==> config.mk <==
export PLATFORM = sky130hd
export DESIGN_NAME = wb_bus_arbiter
export DESIGN_NICKNAME = d
export VERILOG_FILES = /design/src/rtl/wb_bus_arbiter.sv
export SDC_FILE = /design/constraint.sdc
export NUM_CORES = 1
export LEC_CHECK = 0
export CAP_MARGIN = 25
export CORE_MARGIN = 2
export CORE_UTILIZATION = 36
export CTS_CLUSTER_SIZE = 40
export DETAILED_ROUTE_END_ITERATION = 6
export GPL_TIMING_DRIVEN = 0
export PLACE_DENSITY = 0.77
export SETUP_SLACK_MARGIN = 0.3
export SLEW_MARGIN = 15
export SYNTH_ARGS = -nofsm -noshare
export SYNTH_HDL_FRONTEND = slang
export SYNTH_SLANG_ARGS = --single-unit
==> constraint.sdc <==
create_clock -name clk -period 1.6 [get_ports clk]
set_input_delay 0.16 -clock clk [delete_from_list [all_inputs] [get_ports clk]]
set_output_delay 0.16 -clock clk [all_outputs]
set_load 0.01 [all_outputs]
==> src/rtl/wb_bus_arbiter.sv <==
// wb_bus_arbiter: two-master round-robin arbiter onto one Wishbone-style slave bus, with no-ACK timeout.
// Ports: clk, W_RST (async active-low reset)
//        M0_*/M1_*  master side: REQ/WE/ADDR/DAT in; RDAT/ACK/ERR out (ACK/ERR are one-cycle pulses)
//        W_*        slave side: CYC/STB/WE/ADDR/DAT_O out; DAT_I/ACK in
//        GNT        index of the master that owns (or last owned) the slave bus
module wb_bus_arbiter #(
    parameter int AW      = 32,
    parameter int DW      = 32,
    parameter int TIMEOUT = 16
) (
    input  logic          clk,
    input  logic          W_RST,
    input  logic          M0_REQ,
    input  logic          M0_WE,
    input  logic [AW-1:0] M0_ADDR,
    input  logic [DW-1:0] M0_DAT,
    output logic [DW-1:0] M0_RDAT,
    output logic          M0_ACK,
    output logic          M0_ERR,
    input  logic          M1_REQ,
    input  logic          M1_WE,
    input  logic [AW-1:0] M1_ADDR,
    input  logic [DW-1:0] M1_DAT,
    output logic [DW-1:0] M1_RDAT,
    output logic          M1_ACK,
    output logic          M1_ERR,
    output logic          W_CYC,
    output logic          W_STB,
    output logic          W_WE,
    output logic [AW-1:0] W_ADDR,
    output logic [DW-1:0] W_DAT_O,
    input  logic [DW-1:0] W_DAT_I,
    input  logic          W_ACK,
    output logic          GNT
);
    localparam int CW = TIMEOUT > 2 ? $clog2(TIMEOUT) : 1;
    localparam logic [CW-1:0] CNT_MAX = CW'(TIMEOUT > 0 ? TIMEOUT - 1 : 0);

    typedef enum logic [1:0] {IDLE, XFER, DONE} state_t;

    state_t        state_q, state_d;
    logic          cyc_q, cyc_d, we_q, we_d, gnt_q, gnt_d, last_q, last_d;
    logic [AW-1:0] addr_q, addr_d;
    logic [DW-1:0] dat_q, dat_d, rdat0_q, rdat0_d, rdat1_q, rdat1_d;
    logic [CW-1:0] cnt_q, cnt_d;
    logic          ack0_q, ack0_d, err0_q, err0_d, ack1_q, ack1_d, err1_q, err1_d;
    logic          pick, req_g, expire;

    // Under contention the master that did not win last time goes next.
    assign pick   = (M0_REQ & M1_REQ) ? ~last_q : M1_REQ;
    assign req_g  = gnt_q ? M1_REQ : M0_REQ;
    assign expire = (TIMEOUT != 0) && (cnt_q == CNT_MAX);

    always_comb begin
        state_d = state_q;
        cyc_d   = cyc_q;
        we_d    = we_q;
        addr_d  = addr_q;
        dat_d   = dat_q;
        gnt_d   = gnt_q;
        last_d  = last_q;
        cnt_d   = cnt_q;
        rdat0_d = rdat0_q;
        rdat1_d = rdat1_q;
        ack0_d  = 1'b0;
        err0_d  = 1'b0;
        ack1_d  = 1'b0;
        err1_d  = 1'b0;
        case (state_q)
            IDLE: if (M0_REQ | M1_REQ) begin
                state_d = XFER;
                cyc_d   = 1'b1;
                we_d    = pick ? M1_WE : M0_WE;
                addr_d  = pick ? M1_ADDR : M0_ADDR;
                dat_d   = pick ? M1_DAT : M0_DAT;
                gnt_d   = pick;
                last_d  = pick;
                cnt_d   = '0;
            end
            XFER: if (W_ACK) begin
                // A completed slave cycle is always reported, even if the master gave up meanwhile.
                state_d = DONE;
                cyc_d   = 1'b0;
                rdat0_d = gnt_q ? rdat0_q : W_DAT_I;
                rdat1_d = gnt_q ? W_DAT_I : rdat1_q;
                ack0_d  = ~gnt_q;
                ack1_d  = gnt_q;
            end else if (!req_g) begin
                state_d = IDLE;
                cyc_d   = 1'b0;
            end else if (expire) begin
                state_d = DONE;
                cyc_d   = 1'b0;
                err0_d  = ~gnt_q;
                err1_d  = gnt_q;
            end else begin
                cnt_d   = (cnt_q == CNT_MAX) ? cnt_q : cnt_q + 1'b1;
            end
            DONE: state_d = IDLE;
            default: state_d = IDLE;
        endcase
    end

    always_ff @(posedge clk or negedge W_RST) begin
        if (!W_RST) begin
            state_q <= IDLE;
            cyc_q   <= 1'b0;
            we_q    <= 1'b0;
            addr_q  <= '0;
            dat_q   <= '0;
            gnt_q   <= 1'b0;
            last_q  <= 1'b1;
            cnt_q   <= '0;
            rdat0_q <= '0;
            rdat1_q <= '0;
            ack0_q  <= 1'b0;
            err0_q  <= 1'b0;
            ack1_q  <= 1'b0;
            err1_q  <= 1'b0;
        end else begin
            state_q <= state_d;
            cyc_q   <= cyc_d;
            we_q    <= we_d;
            addr_q  <= addr_d;
            dat_q   <= dat_d;
            gnt_q   <= gnt_d;
            last_q  <= last_d;
            cnt_q   <= cnt_d;
            rdat0_q <= rdat0_d;
            rdat1_q <= rdat1_d;
            ack0_q  <= ack0_d;
            err0_q  <= err0_d;
            ack1_q  <= ack1_d;
            err1_q  <= err1_d;
        end
    end

    assign W_CYC   = cyc_q;
    assign W_STB   = cyc_q;
    assign W_WE    = we_q;
    assign W_ADDR  = addr_q;
    assign W_DAT_O = dat_q;
    assign GNT     = gnt_q;
    assign M0_RDAT = rdat0_q;
    assign M1_RDAT = rdat1_q;
    assign M0_ACK  = ack0_q;
    assign M0_ERR  = err0_q;
    assign M1_ACK  = ack1_q;
    assign M1_ERR  = err1_q;
endmodule

# Word-level counts from Yosys, hierarchy flattened
# Index checks and enable logic that the tools add are counted.
[classes]
n_eq_ne = 7
n_bitwise = 4
mux = 32
reduce_logical = 8
n_addsub = 1
[op_table]
columns = ["op", "n"]
rows = [
  ["32-bit two-way mux", 2],
  ["1-bit two-way mux", 19],
  ["4-bit two-way mux", 4],
  ["3-bit AND reduction", 3],
  ["2-bit two-way mux", 4],
  ["2-bit inequality test (second input constant)", 4],
  ["4-bit case mux with 2 select lines", 1],
  ["5-bit AND reduction", 1],
  ["4-bit by 1-bit adder with 4-bit output (second input constant)", 1],
  ["4-bit == test (second input constant)", 1],
  ["4-bit inequality test (second input constant)", 1],
  ["2-bit case mux with 2 select lines", 1],
  ["2-bit AND reduction", 2],
  ["2-bit by 1-bit == test with 1-bit output (second input constant)", 1],
  ["2-bit zero test", 1],
  ["1-bit inverter", 2],
  ["1-bit case mux with 2 select lines", 1],
  ["2-bit nonzero test", 1],
  ["1-bit bitwise AND", 1],
  ["1-bit bitwise OR", 1],
]
[word_totals]
regBits = 142
word_cells = 66
output_inout_bits = 136
in_bits = 167

# Logic depth before layout (Yosys ltp)
[logic_depth]
ltp_word = 5
ltp_mapped = 6
ltp_nobuf = 5

# Least setup slack after synthesis
# OpenSTA, ideal clock, no wires.
[synth_path]
path_type = "reg2reg"
start = "register gnt_q, in the netlist GNT"
end = "register cnt_q[3]"
stages_incl_launch_ff = 6
period_less_slack_ns = 1.642
slack_ns = -0.042
t_required_ns = 1.480
setup_time_ns = 0.120
t_arrival_ns = 1.522
path_buffers = 2
cell_sequence = "dfrtp_1 > buf_4 > mux2i_1 > or4b_1 > buf_2 > a31o_1"
[synth_via]
elab_chain_cells = 3
[synth_rtl]
columns = ["element", "line_no", "source"]
rows = [
  ["start: declaration", "42", "logic cyc_q, cyc_d, we_q, we_d, gnt_q, gnt_d, last_q, last_d;"],
  ["start signal: assignment", "126", "gnt_q <= gnt_d;"],
  ["1-bit two-way mux", "51", "assign req_g = gnt_q ? M1_REQ : M0_REQ;"],
  ["2-bit inequality test (no source line)", "n/a", ""],
  ["5-bit AND reduction (no source line)", "n/a", ""],
  ["end signal: assignment", "128", "cnt_q <= cnt_d;"],
  ["end: declaration", "45", "logic [CW-1:0] cnt_q, cnt_d;"],
]
# No other way between the ends.
# A chain may end at the register's enable or synchronous reset.

# Worst setup path after layout
[layout_path]
start = "register state_q[1]"
end = "register rdat1_q[12], in the netlist M1_RDAT[12]"
[layout_via]
elab_chain_cells = 2
[layout_rtl]
columns = ["element", "line_no", "source"]
rows = [
  ["start: declaration", "41", "state_t state_q, state_d;"],
  ["start signal: assignment", "121", "state_q <= state_d;"],
  ["2-bit by 1-bit == test with 1-bit output", "69", "case (state_q)"],
  ["3-bit AND reduction (no source line)", "n/a", ""],
  ["end signal: assignment", "130", "rdat1_q <= rdat1_d;"],
  ["end: declaration", "44", "logic [DW-1:0] dat_q, dat_d, rdat0_q, rdat0_d, rdat1_q, rdat1_d;"],
]
# No other way between the ends.

==> flow_summary.ini <==
[logic_synthesis]
synth_seq_area_share_pct = 60.2
synth-edff-count = 0
synth_area_leaders = dfrtp_1 (60%), mux2_2 (12%), mux2i_1 (11%), o21ai_0 (4.9%), nand2_1 (4.5%)
ys_seq_elements = 142
ys_types = 28
synthesis.instances = 473
yosysTopAreaCell = dfrtp_1
synthFlopType = dfrtp_1
synthArstFlopShare_pct = 100
ys_warn_count = 0
yosys.cell_count.top_type = dfrtp_1
synth.top_cell.area_share_pct = 59.8
synthTopCellsByCount = dfrtp_1 (141), nand2_1 (70), mux2i_1 (66), mux2_2 (64), o21ai_0 (58)
syn-num-nets = 641
syn_area_um2 = 5900
syn_avg_cell_area_um2 = 12.5

[drt]
firstDrtPassIters = 4
via_count = 5348
vias_per_cell = 4.95
routed_wl_um = 21300
wire_per_inst_um = 19.7
drc = 0
drt_iter0_markers = 216
ant_nets = 0

[setup_path]
r2r_start = state_q[1]$_DFFE_PN0P_
reg2reg_slack_ps = -50
cp-start-kind = flop
required_ps = 1890
worstSetupEndpointType = flop
r2r_end = M1_RDAT[12]$_DFFE_PN0P_
startpoint = state_q[1]$_DFFE_PN0P_
crit_end = M1_RDAT[12]$_DFFE_PN0P_
crit_fanout = 10
critPathArrivalTime_ps = 1940
criticalPathCategory = flop to flop
reg2regPathDepth = 5

[global_routing]
grt-busiest-layer = met2
grt.overflow.total = 0
grtUsageMet3_pct = 6.42
antenna_found_initial = 0
met1_usage_pct = 26.9
grt_pass1_vias = 5658
grt_pass1_wl_um = 31700
track_usage_pct = 23.4
use_met2_pct = 42.8
grt_max_degree = 81

[timing]
worst_slew_pin_slew_ps = 490
max-slew-margin-rel_pct = 67.3
setup_viol = 46
min_period_ps = 1650
fmax_ghz = 0.605
finalMaxSlewViolations = 0
setup_slack_ps = -51.7
finClkSkew_ps = 6.21
grt_setup_unrepaired = true
final_hold_viol_count = 0
finalCritPeriodShare_pct = 103

[clock_tree]
clock-sinks = 142
clock_path_buffers = 2
worstSkewPairLatency_ps = 410
cts_inserted_buffers = 17
clk_pin_slew_ps = 60
cts_root_buffer = clkbuf_16
htreeDepth = 4
tritoncts = done

[floorplanning]
die_h_um = 132
die_w_um = 132
start_util_pct = 37.0
die_area_um2 = 17400
num_rows = 46
coreArea_um2 = 15900
ios = 303

[cells_and_area]
nets = 1020
syn2layout_area_growth_pct = 97.1
fin_area_um2 = 11600
num_antenna_cells = 0
drive_above_1_share_pct = 34.6

[placement]
pre_cts_slack_ps = -626
place_area_um2 = 9280
routabilityCongestion = 0.777
dp_hpwl_um = 13500
io_buffers = 302

[pwr]
ir_drop_mv = 0.889
leakage_nw = 5.21
power_density_nw_per_um2 = 1810

[outcome]
violations = negative setup slack
status = finished, violations left

[run]
drv_cap = 0

[worst_hold_path]
worstHoldPathType = input pin to flop
## state kept, by name, summed over array words and instances (netlist names)
register	cells
M1_ACK	1
last_q	1
M1_ERR	1
state_q	2
GNT	1
M0_ERR	1
W_WE	1
W_DAT_O	32
M0_ACK	1
M1_RDAT	32
cnt_q	4
W_ADDR	32
W_CYC	1
M0_RDAT	32
## cell type report
type | instances | area [um^2]
Timing Repair Buffer | 360 | 3890
Sequential cell | 142 | 3560
Buffer | 30 | 489
Clock inverter | 12 | 111
Tap cell | 216 | 270
Fill cell | 1034 | 4310
Clock buffer | 20 | 447
Multi-Input combinational cell | 300 | 2860
Inverter | 1 | 8.76
## per-stage QoR
step / util (%) / TNS (ps) / power (mW) / hold WS (ps) / instances
6_report: 72.9 / -879 / 21.1 / 244 / 1081
3_3_place_gp: 58.0 / -746350 / 14.4 / 463 / 991
3_5_place_dp: 58.2 / -45060 / 14.7 / 129 / 992
4_1_cts: 68.6 / 0 / 19.7 / 209 / 1070
2_1_floorplan: - / -8.32 / 9.73 / -136 / 473
5_1_grt: 72.9 / -3970 / 22.1 / 261 / 1081
## critical path: stages, from the launching register on
cell	delay, ps
dfrtp_1	410
and2b_2	270
buf_6	130
nand3_4	190
buf_8	180
mux2_2	350
## timing repair
item | CTS | global route
setup buffers | 29 | 5
cloned | 16 | 6
hold endpoints to repair | 61 | 0
setup endpoints to repair | 274 | 156
pin swaps | 36 | 19
gates resized for setup | 360 | 143
hold buffers | 1 | 0
## layer usage
metal | vias up | part of all wire [%]
li1 | 2443 | -
met1 | 2631 | 37
met2 | 249 | 55
met3 | 25 | 6.9
met4 | 0 | 1.4
met5 | - | 0
## cell usage in the layout (no fill, tap or decap), types with 20 or more instances in the layout
| cell | instances |
|---|---|
| clkdlybuf4s15_1 | 25 |
| o21ai_1 | 35 |
| mux2i_1 | 31 |
| dlygate4sd2_1 | 111 |
| o21ai_2 | 32 |
| mux2_4 | 20 |
| dfrtp_1 | 140 |
| clkbuf_16 | 25 |
| nand2_1 | 34 |
| clkdlybuf4s50_1 | 164 |
| mux2_2 | 44 |
| nand2_2 | 28 |
## worst min path at each step
stage                                       start                       to  slack (ps)  depth (start not counted)
after detailed placement                    W_RST  M1_RDAT[10]$_DFFE_PN0P_         130                          1
after global routing                       M1_REQ         M1_ERR$_DFF_PN0_         260                          3
after floorplan                             W_RST          GNT$_DFFE_PN0P_        -140                          0
final                                      M1_REQ         M1_ERR$_DFF_PN0_         240                          3
after global placement    W_DAT_O[26]$_DFFE_PN0P_  W_DAT_O[26]$_DFFE_PN0P_         460                          2
after CTS                                  M1_REQ         M1_ERR$_DFF_PN0_         210                          3
## power breakdown
group,total (mW),internal [mW],switching (mW),leakage [nW]
sequential,6.47,5.35,1.12,1.73
combinational,10.9,6.14,4.75,3.21
clock,3.72,2.19,1.54,0.267
## kinds of logic (layout without fill, tap and decap cells)
kind of cell / Yosys count / after routing / share of synthesized area (%)
flip-flops: 142 / 142 / 60.2
multiplexers: 130 / 130 / 23.4
AND/OR/NAND/NOR: 90 / 90 / 6.32
AO/OA/AOI/OAI: 79 / 79 / 7.08
buffers and inverters: 31 / 423 / 2.74
adder cells (fa/ha/maj): 1 / 1 / 0.212
(Power assumes the default switching activity.)
